<file path="config.mk">
export PLATFORM = sky130hd
export DESIGN_NAME = rf_write_arbiter
export DESIGN_NICKNAME = d
export VERILOG_FILES = /design/src/rtl/rf_pkg.sv /design/src/rtl/rr_pick.sv /design/src/rtl/rf_write_arbiter.sv
export SDC_FILE = /design/constraint.sdc
export NUM_CORES = 1
export LEC_CHECK = 0
export ABC_CLOCK_PERIOD_IN_PS = 5800
export BUFFER_PORTS_ARGS = -buffer_cell sky130_fd_sc_hd__buf_2
export CAP_MARGIN = 40
export CORE_ASPECT_RATIO = 0.7
export CORE_MARGIN = 2
export CORE_UTILIZATION = 50
export DETAILED_ROUTE_END_ITERATION = 7
export PLACE_DENSITY_LB_ADDON = 0.05
export SETUP_SLACK_MARGIN = 0.1
export SYNTH_ARGS = -nofsm -noshare
export SYNTH_HDL_FRONTEND = slang
export SYNTH_SLANG_ARGS = --single-unit
</file>
<file path="constraint.sdc">
create_clock -name clk -period 5.8 [get_ports clk]
set_input_delay 0.87 -clock clk [delete_from_list [all_inputs] [get_ports clk]]
set_output_delay 0.87 -clock clk [all_outputs]
set_load 0.05 [all_outputs]
</file>
<file path="src/rtl/rf_pkg.sv">
// Shared constants for the register-file write path: address space, arbiter
// state encoding and the fixed requester slots.
package rf_pkg;

    localparam int ADDR_W   = 3;
    localparam int NUM_REGS = 7;

    // Widest requester set any arbiter in this path supports; owner/ptr are sized for it.
    localparam int MAX_REQ = 8;
    localparam int IDX_W   = 3;

    typedef enum logic {
        ST_IDLE   = 1'b0,
        ST_LOCKED = 1'b1
    } arb_state_t;

    localparam logic [IDX_W-1:0] REQ_BUS = 3'd0;
    localparam logic [IDX_W-1:0] REQ_MUL = 3'd1;
    localparam logic [IDX_W-1:0] REQ_SEQ = 3'd2;

    // Round-robin successor of idx within n active slots.
    function automatic logic [IDX_W-1:0] rr_next(input logic [IDX_W-1:0] idx, input int n);
        if (int'(idx) >= n - 1)
            return '0;
        return idx + 1'b1;
    endfunction

endpackage

</file>
<file path="src/rtl/rr_pick.sv">
// Combinational round-robin picker: grants the first set request found when
// scanning upward from ptr, wrapping at N.
module rr_pick #(
    parameter int N     = 8,
    parameter int IDX_W = 3
) (
    input  logic [N-1:0]     req,
    input  logic [IDX_W-1:0] ptr,
    output logic [N-1:0]     grant,
    output logic [IDX_W-1:0] idx
);

    logic [IDX_W:0] pos;
    logic           found;

    always_comb begin
        grant = '0;
        idx   = '0;
        found = 1'b0;
        pos   = '0;
        for (int k = 0; k < N; k++) begin
            pos = {1'b0, ptr} + (IDX_W+1)'(k);
            if (pos >= (IDX_W+1)'(N))
                pos = pos - (IDX_W+1)'(N);
            if (!found && req[pos[IDX_W-1:0]]) begin
                found                  = 1'b1;
                grant[pos[IDX_W-1:0]]  = 1'b1;
                idx                    = pos[IDX_W-1:0];
            end
        end
    end

endmodule

</file>
<file path="src/rtl/rf_write_arbiter.sv">
// Round-robin arbiter for the register file's single write port, with
// per-requester lock, lock timeout and out-of-range address filtering.
module rf_write_arbiter #(
    parameter int N_REQ    = 3,
    parameter int ADDR_W   = rf_pkg::ADDR_W,
    parameter int DATA_W   = 32,
    parameter int NUM_REGS = rf_pkg::NUM_REGS,
    parameter int LOCK_TO  = 8
) (
    input  logic                    clk,
    input  logic                    reset_n,
    input  logic [N_REQ-1:0]        req_valid,
    input  logic [N_REQ-1:0]        req_lock,
    input  logic [N_REQ*ADDR_W-1:0] req_addr,
    input  logic [N_REQ*DATA_W-1:0] req_data,
    output logic [N_REQ-1:0]        req_ready,
    output logic                    we,
    output logic [ADDR_W-1:0]       Addr,
    output logic [DATA_W-1:0]       wData,
    output logic                    err_addr,
    output logic                    lock_timeout,
    output logic [2:0]              owner
);

    import rf_pkg::*;

    // Requester-side vectors widened to MAX_REQ so ptr/owner index them without width games.
    logic [MAX_REQ-1:0] valid_full;
    logic [MAX_REQ-1:0] lock_full;
    logic [ADDR_W-1:0]  addr_arr [MAX_REQ];
    logic [DATA_W-1:0]  data_arr [MAX_REQ];

    generate
        for (genvar gi = 0; gi < MAX_REQ; gi++) begin : g_unpack
            if (gi < N_REQ) begin : g_used
                assign valid_full[gi] = req_valid[gi];
                assign lock_full[gi]  = req_lock[gi];
                assign addr_arr[gi]   = req_addr[gi*ADDR_W +: ADDR_W];
                assign data_arr[gi]   = req_data[gi*DATA_W +: DATA_W];
            end else begin : g_unused
                assign valid_full[gi] = 1'b0;
                assign lock_full[gi]  = 1'b0;
                assign addr_arr[gi]   = '0;
                assign data_arr[gi]   = '0;
            end
        end
    endgenerate

    arb_state_t         state_reg;
    logic [IDX_W-1:0]   ptr_reg;
    logic [IDX_W-1:0]   owner_reg;
    logic [7:0]         cnt_reg;
    logic               we_reg;
    logic [ADDR_W-1:0]  addr_reg;
    logic [DATA_W-1:0]  data_reg;
    logic               err_reg;
    logic               timeout_reg;

    logic [MAX_REQ-1:0] pick_grant;
    logic [IDX_W-1:0]   pick_idx;

    // Unused upper slots are never requested, so scanning mod MAX_REQ equals scanning mod N_REQ.
    rr_pick #(
        .N     (MAX_REQ),
        .IDX_W (IDX_W)
    ) u_pick (
        .req   (valid_full),
        .ptr   (ptr_reg),
        .grant (pick_grant),
        .idx   (pick_idx)
    );

    logic [MAX_REQ-1:0] ready_full;
    logic               xfer;
    logic [IDX_W-1:0]   xfer_idx;
    logic [ADDR_W-1:0]  addr_sel;
    logic [DATA_W-1:0]  data_sel;
    logic               lock_sel;
    logic               addr_ok;
    logic               timeout_hit;

    always_comb begin
        ready_full = '0;
        if (reset_n) begin
            if (state_reg == ST_IDLE)
                ready_full = pick_grant;
            else
                ready_full[owner_reg] = valid_full[owner_reg];
        end
    end

    assign xfer        = |ready_full;
    assign xfer_idx    = (state_reg == ST_IDLE) ? pick_idx : owner_reg;
    assign addr_sel    = addr_arr[xfer_idx];
    assign data_sel    = data_arr[xfer_idx];
    assign lock_sel    = lock_full[xfer_idx];
    assign addr_ok     = int'(addr_sel) < NUM_REGS;
    assign timeout_hit = (cnt_reg == 8'(LOCK_TO - 1));

    always_ff @(posedge clk or negedge reset_n) begin
        if (!reset_n) begin
            state_reg   <= ST_IDLE;
            ptr_reg     <= '0;
            owner_reg   <= '0;
            cnt_reg     <= '0;
            we_reg      <= 1'b0;
            addr_reg    <= '0;
            data_reg    <= '0;
            err_reg     <= 1'b0;
            timeout_reg <= 1'b0;
        end else begin
            we_reg      <= 1'b0;
            err_reg     <= 1'b0;
            timeout_reg <= 1'b0;

            if (xfer) begin
                if (addr_ok) begin
                    we_reg   <= 1'b1;
                    addr_reg <= addr_sel;
                    data_reg <= data_sel;
                end else begin
                    err_reg  <= 1'b1;
                end
                ptr_reg   <= rr_next(xfer_idx, N_REQ);
                owner_reg <= xfer_idx;
            end

            case (state_reg)
                ST_IDLE: begin
                    if (xfer && lock_sel) begin
                        state_reg <= ST_LOCKED;
                        cnt_reg   <= '0;
                    end
                end
                ST_LOCKED: begin
                    // A transfer from the owner always beats an expiring timeout.
                    if (xfer) begin
                        cnt_reg <= '0;
                        if (!lock_sel)
                            state_reg <= ST_IDLE;
                    end else if (timeout_hit) begin
                        state_reg   <= ST_IDLE;
                        timeout_reg <= 1'b1;
                        cnt_reg     <= '0;
                    end else begin
                        cnt_reg <= cnt_reg + 8'd1;
                    end
                end
                default: state_reg <= ST_IDLE;
            endcase
        end
    end

    assign req_ready    = ready_full[N_REQ-1:0];
    assign we           = we_reg;
    assign Addr         = addr_reg;
    assign wData        = data_reg;
    assign err_addr     = err_reg;
    assign lock_timeout = timeout_reg;
    assign owner        = owner_reg;

endmodule

</file>
### After elaboration in Yosys (flattened, before gate mapping)

Index checks and enable logic that the tools add are counted.

| cells by class | value |
|---|---|
| equality and inequality tests | 2 |
| bitwise logic cells | 10 |
| add/subtract/negate cells | 17 |
| order comparisons | 30 |
| mux-type cells | 98 |
| reductions and logical operators | 26 |

Operator list:

| operator | count |
|---|---|
| 8-bit 2-to-1 mux | 13 |
| 32-bit binary-select mux with 3-bit select | 1 |
| 32-bit 2-to-1 mux | 2 |
| 3-bit 2-to-1 mux | 21 |
| 8-bit OR | 7 |
| 3-bit by 4-bit < comparator with 1-bit output (second input constant) | 10 |
| 1-bit 2-to-1 mux | 39 |
| 4-bit >= comparator (second input constant) | 8 |
| 1-bit binary-select mux with 3-bit select | 10 |
| 1-bit demux with 3-bit select | 9 |
| 3-bit by 1-bit >= comparator with 1-bit output (second input constant) | 9 |
| 3-bit by 1-bit subtractor with 3-bit output (second input constant) | 8 |
| 1-bit logical AND | 17 |
| 3-bit by 3-bit adder with 4-bit output (second input constant) | 4 |
| 8-bit one-hot mux with 2 select lines | 1 |
| 3-bit binary-select mux with 3-bit select | 1 |
| 3-bit by 2-bit adder with 4-bit output (second input constant) | 2 |
| 8-bit by 1-bit adder with 8-bit output (second input constant) | 1 |
| 8-bit AND | 1 |
| 8-bit by 3-bit == test with 1-bit output (second input constant) | 1 |
| 8-bit OR reduction | 1 |
| 1-bit logical NOT | 7 |
| 3-bit by 1-bit adder with 4-bit output (second input constant) | 1 |
| 3-bit by 4-bit >= comparator with 1-bit output (second input constant) | 1 |
| 8 further kinds | 8 |

| storage, ports and cells | value |
|---|---|
| output and inout bits | 44 |
| bits in registers | 53 |

### Logic depth before layout (Yosys ltp)

| logic depth | value |
|---|---|
| depth in word-level cells | 34 |
| mapped depth | 18 |
| depth with buffers taken out | 12 |

### Hierarchy

From an unflattened synthesis, not the netlist that was laid out.

| unflattened totals | value |
|---|---|
| cells, all modules | 468 |
| area, all modules | 4623.2 um2 |

Modules (own cells, without submodules):

| module | cells each | area each (um2) | times used |
|---|---|---|---|
| rf_write_arbiter | 308 | 3274.4 | 1 |
| rr_pick | 160 | 1348.8 | 1 |

### Worst setup path after synthesis

No wires, ideal clock.

| timing path | value |
|---|---|
| path kind | register to register |
| start | reg ptr_reg[0] |
| end | reg data_reg[0] (netlist: wData[0]) |
| arrival | 4.609 ns |
| required time | 5.675 ns |
| clock period less this slack | 4.734 ns |
| cell stages (with the launch flop) | 19 |
| setup time | 0.125 ns |
| buffers on the path | 7 |
| path slack | 1.066 ns |
| path through | dfrtp_1 buf_6 clkbuf_1 clkbuf_1 inv_1 ha_1 clkbuf_1 o211a_1 or4b_1 buf_2 o32a_1 a211oi_2 a21oi_1 buf_4 mux2i_1 a32o_2 a31oi_4 buf_6 mux2_4 |

| on the way | value |
|---|---|
| longest elaborated chain between the ends | 33 |
| elaborated cells on any way between the ends | 144 |

RTL lines:

| item | RTL line | RTL |
|---|---|---|
| from (decl) | rf_write_arbiter.sv:50 | `logic [IDX_W-1:0] ptr_reg;` |
| from (signal assigned) | rf_write_arbiter.sv:124 | `ptr_reg <= rr_next(xfer_idx, N_REQ);` |
| branches (longest 33 deep; another with 3-bit by 1-bit adder with 4-bit output) | -- |  |
| to (signal assigned) | rf_write_arbiter.sv:120 | `data_reg <= data_sel;` |
| to (decl) | rf_write_arbiter.sv:55 | `logic [DATA_W-1:0] data_reg;` |

Parallel ways; which one is timed is not known. The select of a mux whose other input is x is not followed.
A chain may end at the register's enable or synchronous reset.

### Final worst setup path

| timing path | value |
|---|---|
| start | reg ptr_reg[0] |
| end | reg data_reg[31] (netlist: wData[31]) |

The elaborated chain is that of the path after synthesis.

==> metrics.cfg <==
[floorplanning]
placement_rows = 27
die-area_mm2 = 0.00868
start_util_pct = 51.1
dieWidth_um = 110
die_h_um = 78.5
core_area_mm2 = 0.00777
ios = 157

[synth]
synth_top_area_share_pct = 33.4
synth_ff_type = dfrtp_1
async_reset_ff_share_pct = 100
synth_nets = 539
synth-seq-area-share_pct = 33.4
synth_edf_count = 0
ys_seq_elements = 53
synth_area_per_cell_um2 = 9.49
synth_warnings = 0
synth_top_cell_by_area = dfrtp_1
syn_area_mm2 = 0.00397
synth_commonest_cells = 60 x nand2_1, 53 x dfrtp_1, 43 x o21ai_0
synth_cell_types = 63
netlist_top_cells_area = dfrtp_1 33%, mux2_4 11%, mux2i_1 9.8%, nand2_1 5.7%, o21ai_0 5.4%
synth_cells = 418
synth_most_common_cell = nand2_1

[clock_network]
cts_buffer_depth = 2
htreeDepth = 2
cts_made_buffers = 5
cts_repair_resize_count = 0
cts_root_buf = clkbuf_16
cts_tree = built
hold_buffers = 0
insertion_delay_ns = 0.29
cts_setup_buffers = 0
cts.sinks = 53
cts.reportedPaths.clkPinSlew_ns = 0.07

[critical_path]
cp_max_fo = 35
cp.arrival_ns = 4.86
cp-start-kind = register
r2r-start = ptr_reg[0]$_DFFE_PN0P_
path_cells = inv_1 -> ha_1 -> a21bo_2 -> o211a_1 -> or4b_1 -> o32a_1 -> a211oi_2 -> a21oi_4 -> mux2i_1 -> a32o_2 -> a31oi_4 -> buf_12 -> mux2_2
critical_path_class = reg -> reg
cp_slowest_cell = or4b_1
required_ns = 5.98
critPathMaxStageDelay_ns = 0.68
cp-end-kind = register
reg2reg_to = wData[31]$_DFFE_PN0P_
r2r_slack_ns = 1.12
rr_worst_depth = 13

[global_route]
grt_pass1_wl_um = 17600
overflow = 0
grt_antenna_before_repair = 0
grt_max_degree = 36
grt_util_all_layers_pct = 24.9
grt_pass1_vias = 3410

[min_path]
hp-class = reg -> reg
holdPathStages = 1
worstHoldStart = Addr[2]$_DFFE_PN0P_
worstHoldEndpoint = Addr[2]$_DFFE_PN0P_

[timing]
fmax_mhz = 213
rsz0062_at_grt = false
drv_slew = 0
setup_violations = 0
finalClockSkew_ns = 0.00795
finalHoldViolCount = 0
setup_tns_ns = 0
worst_pin_slew_ns = 0.755
finalCritPeriodShare_pct = 80.8
period_minus_slack_ns = 4.68
maxSlewHeadroom_pct = 49.4

[routing]
drt-initial-drc-count = 263
routed_wl_um = 11200
drt_drc_violations_left = 0
wl_per_cell_um = 16.9
vias_per_cell = 5.70
via_count = 3784
ant_nets = 0
dr.pass1.iters = 5

[cells_and_area]
antenna_cells = 0
largest_reg_flops = 32
n_fill_cell = 675
drive_gt1_share_pct = 40.1
syn2layout_area_growth_pct = 26.4
final_nets = 683

[place]
gp_congestion = 0.986
io_buffers = 156
place.detailed.hpwl_um = 8400

[run]
maxCapViolations = 0

[run_status]
status = complete, no violations

## stage by stage
stage          instance area [um2]  std cells  utilization [%]  worst slack, ns  hold slack, ns
2_1_floorplan                 3970        418                -             1.07           0.492
3_3_place_gp                  4840        656             62.4             1.12           0.487
3_5_place_dp                  4840        656             62.4             1.04           0.483
4_1_cts                       5020        664             64.6             1.16           0.502
5_1_grt                       5020        664             64.6            0.957           0.525
6_report                      5020        664             64.6             1.12           0.495
## area by class of cell
class                      count  area, um2  area share, %
clock buffer                   7        143           2.84
clock inverter                 1       30.0          0.599
inverter                       7       26.3          0.524
multi-input combinational    330       2500           49.9
sequential                    53       1330           26.4
tap                          101        126           2.52
timing repair buffer         165        861           17.2
## per-layer routing
| metal | track usage [%] | up-vias | part of all wire, % |
|---|---|---|---|
| li1 | - | 1831 | - |
| met5 | 0 | - | 0 |
| met2 | 36.2 | 171 | 43 |
| met3 | 7.10 | 13 | 9.2 |
| met1 | 36.9 | 1769 | 47 |
| met4 | 5.38 | 0 | 1.0 |
## logic make-up after synthesis
logic type | after synthesis | share of synthesized area (%)
simple gates | 118 | 14.0
fa+ha+maj | 8 | 2.52
xor+xnor | 4 | 0.883
mux | 79 | 23.8
buf+inv | 35 | 4.22
compound gates | 121 | 21.1
flops | 53 | 33.4
## how the worst max path moves through the flow
stage	startpoint	endpoint	slack, ns	depth (start not counted)
3_5_place_dp	req_valid[1]	wData[11]$_DFFE_PN0P_	1.04	12
4_1_cts	ptr_reg[1]$_DFFE_PN0P_	wData[31]$_DFFE_PN0P_	1.16	13
2_1_floorplan	ptr_reg[0]$_DFFE_PN0P_	wData[0]$_DFFE_PN0P_	1.07	18
5_1_grt	ptr_reg[1]$_DFFE_PN0P_	wData[31]$_DFFE_PN0P_	0.96	13
6_report	ptr_reg[0]$_DFFE_PN0P_	wData[31]$_DFFE_PN0P_	1.12	13
3_3_place_gp	req_valid[1]	wData[31]$_DFFE_PN0P_	1.12	12
## critical path: cells and delay by family, from the launching register on
kind	cells	cell delay (ns)
AO/OA/AOI/OAI	7	2.01
AND/OR/NAND/NOR	1	0.68
multiplexers	2	0.57
adder cells (fa/ha/maj)	1	0.52
buffers and inverters	2	0.39
flip-flops	1	0.35
## cells in the final DEF (no fill, tap or decap), types with 3 or more instances in the layout
| cell | instances |
|---|---|
| nand3_1 | 17 |
| buf_4 | 8 |
| a21o_1 | 11 |
| inv_1 | 7 |
| nand4_1 | 5 |
| and2_1 | 3 |
| o21ai_0 | 43 |
| clkbuf_16 | 5 |
| or2_2 | 3 |
| a31oi_1 | 3 |
| dfrtp_1 | 53 |
| a21oi_1 | 13 |
| o211ai_1 | 3 |
| nand2_1 | 60 |
| nor2b_1 | 4 |
| nor2_1 | 10 |
| nand2b_1 | 4 |
| mux2i_1 | 39 |
| mux2_4 | 28 |
| o22a_1 | 4 |
| ha_1 | 8 |
| a211oi_1 | 3 |
| buf_2 | 156 |
| o31ai_1 | 7 |
| mux2_2 | 12 |
Power is left out: the tool's default activity adds up to more than one toggle a clock period on the data nets, which glitch-free logic cannot reach.
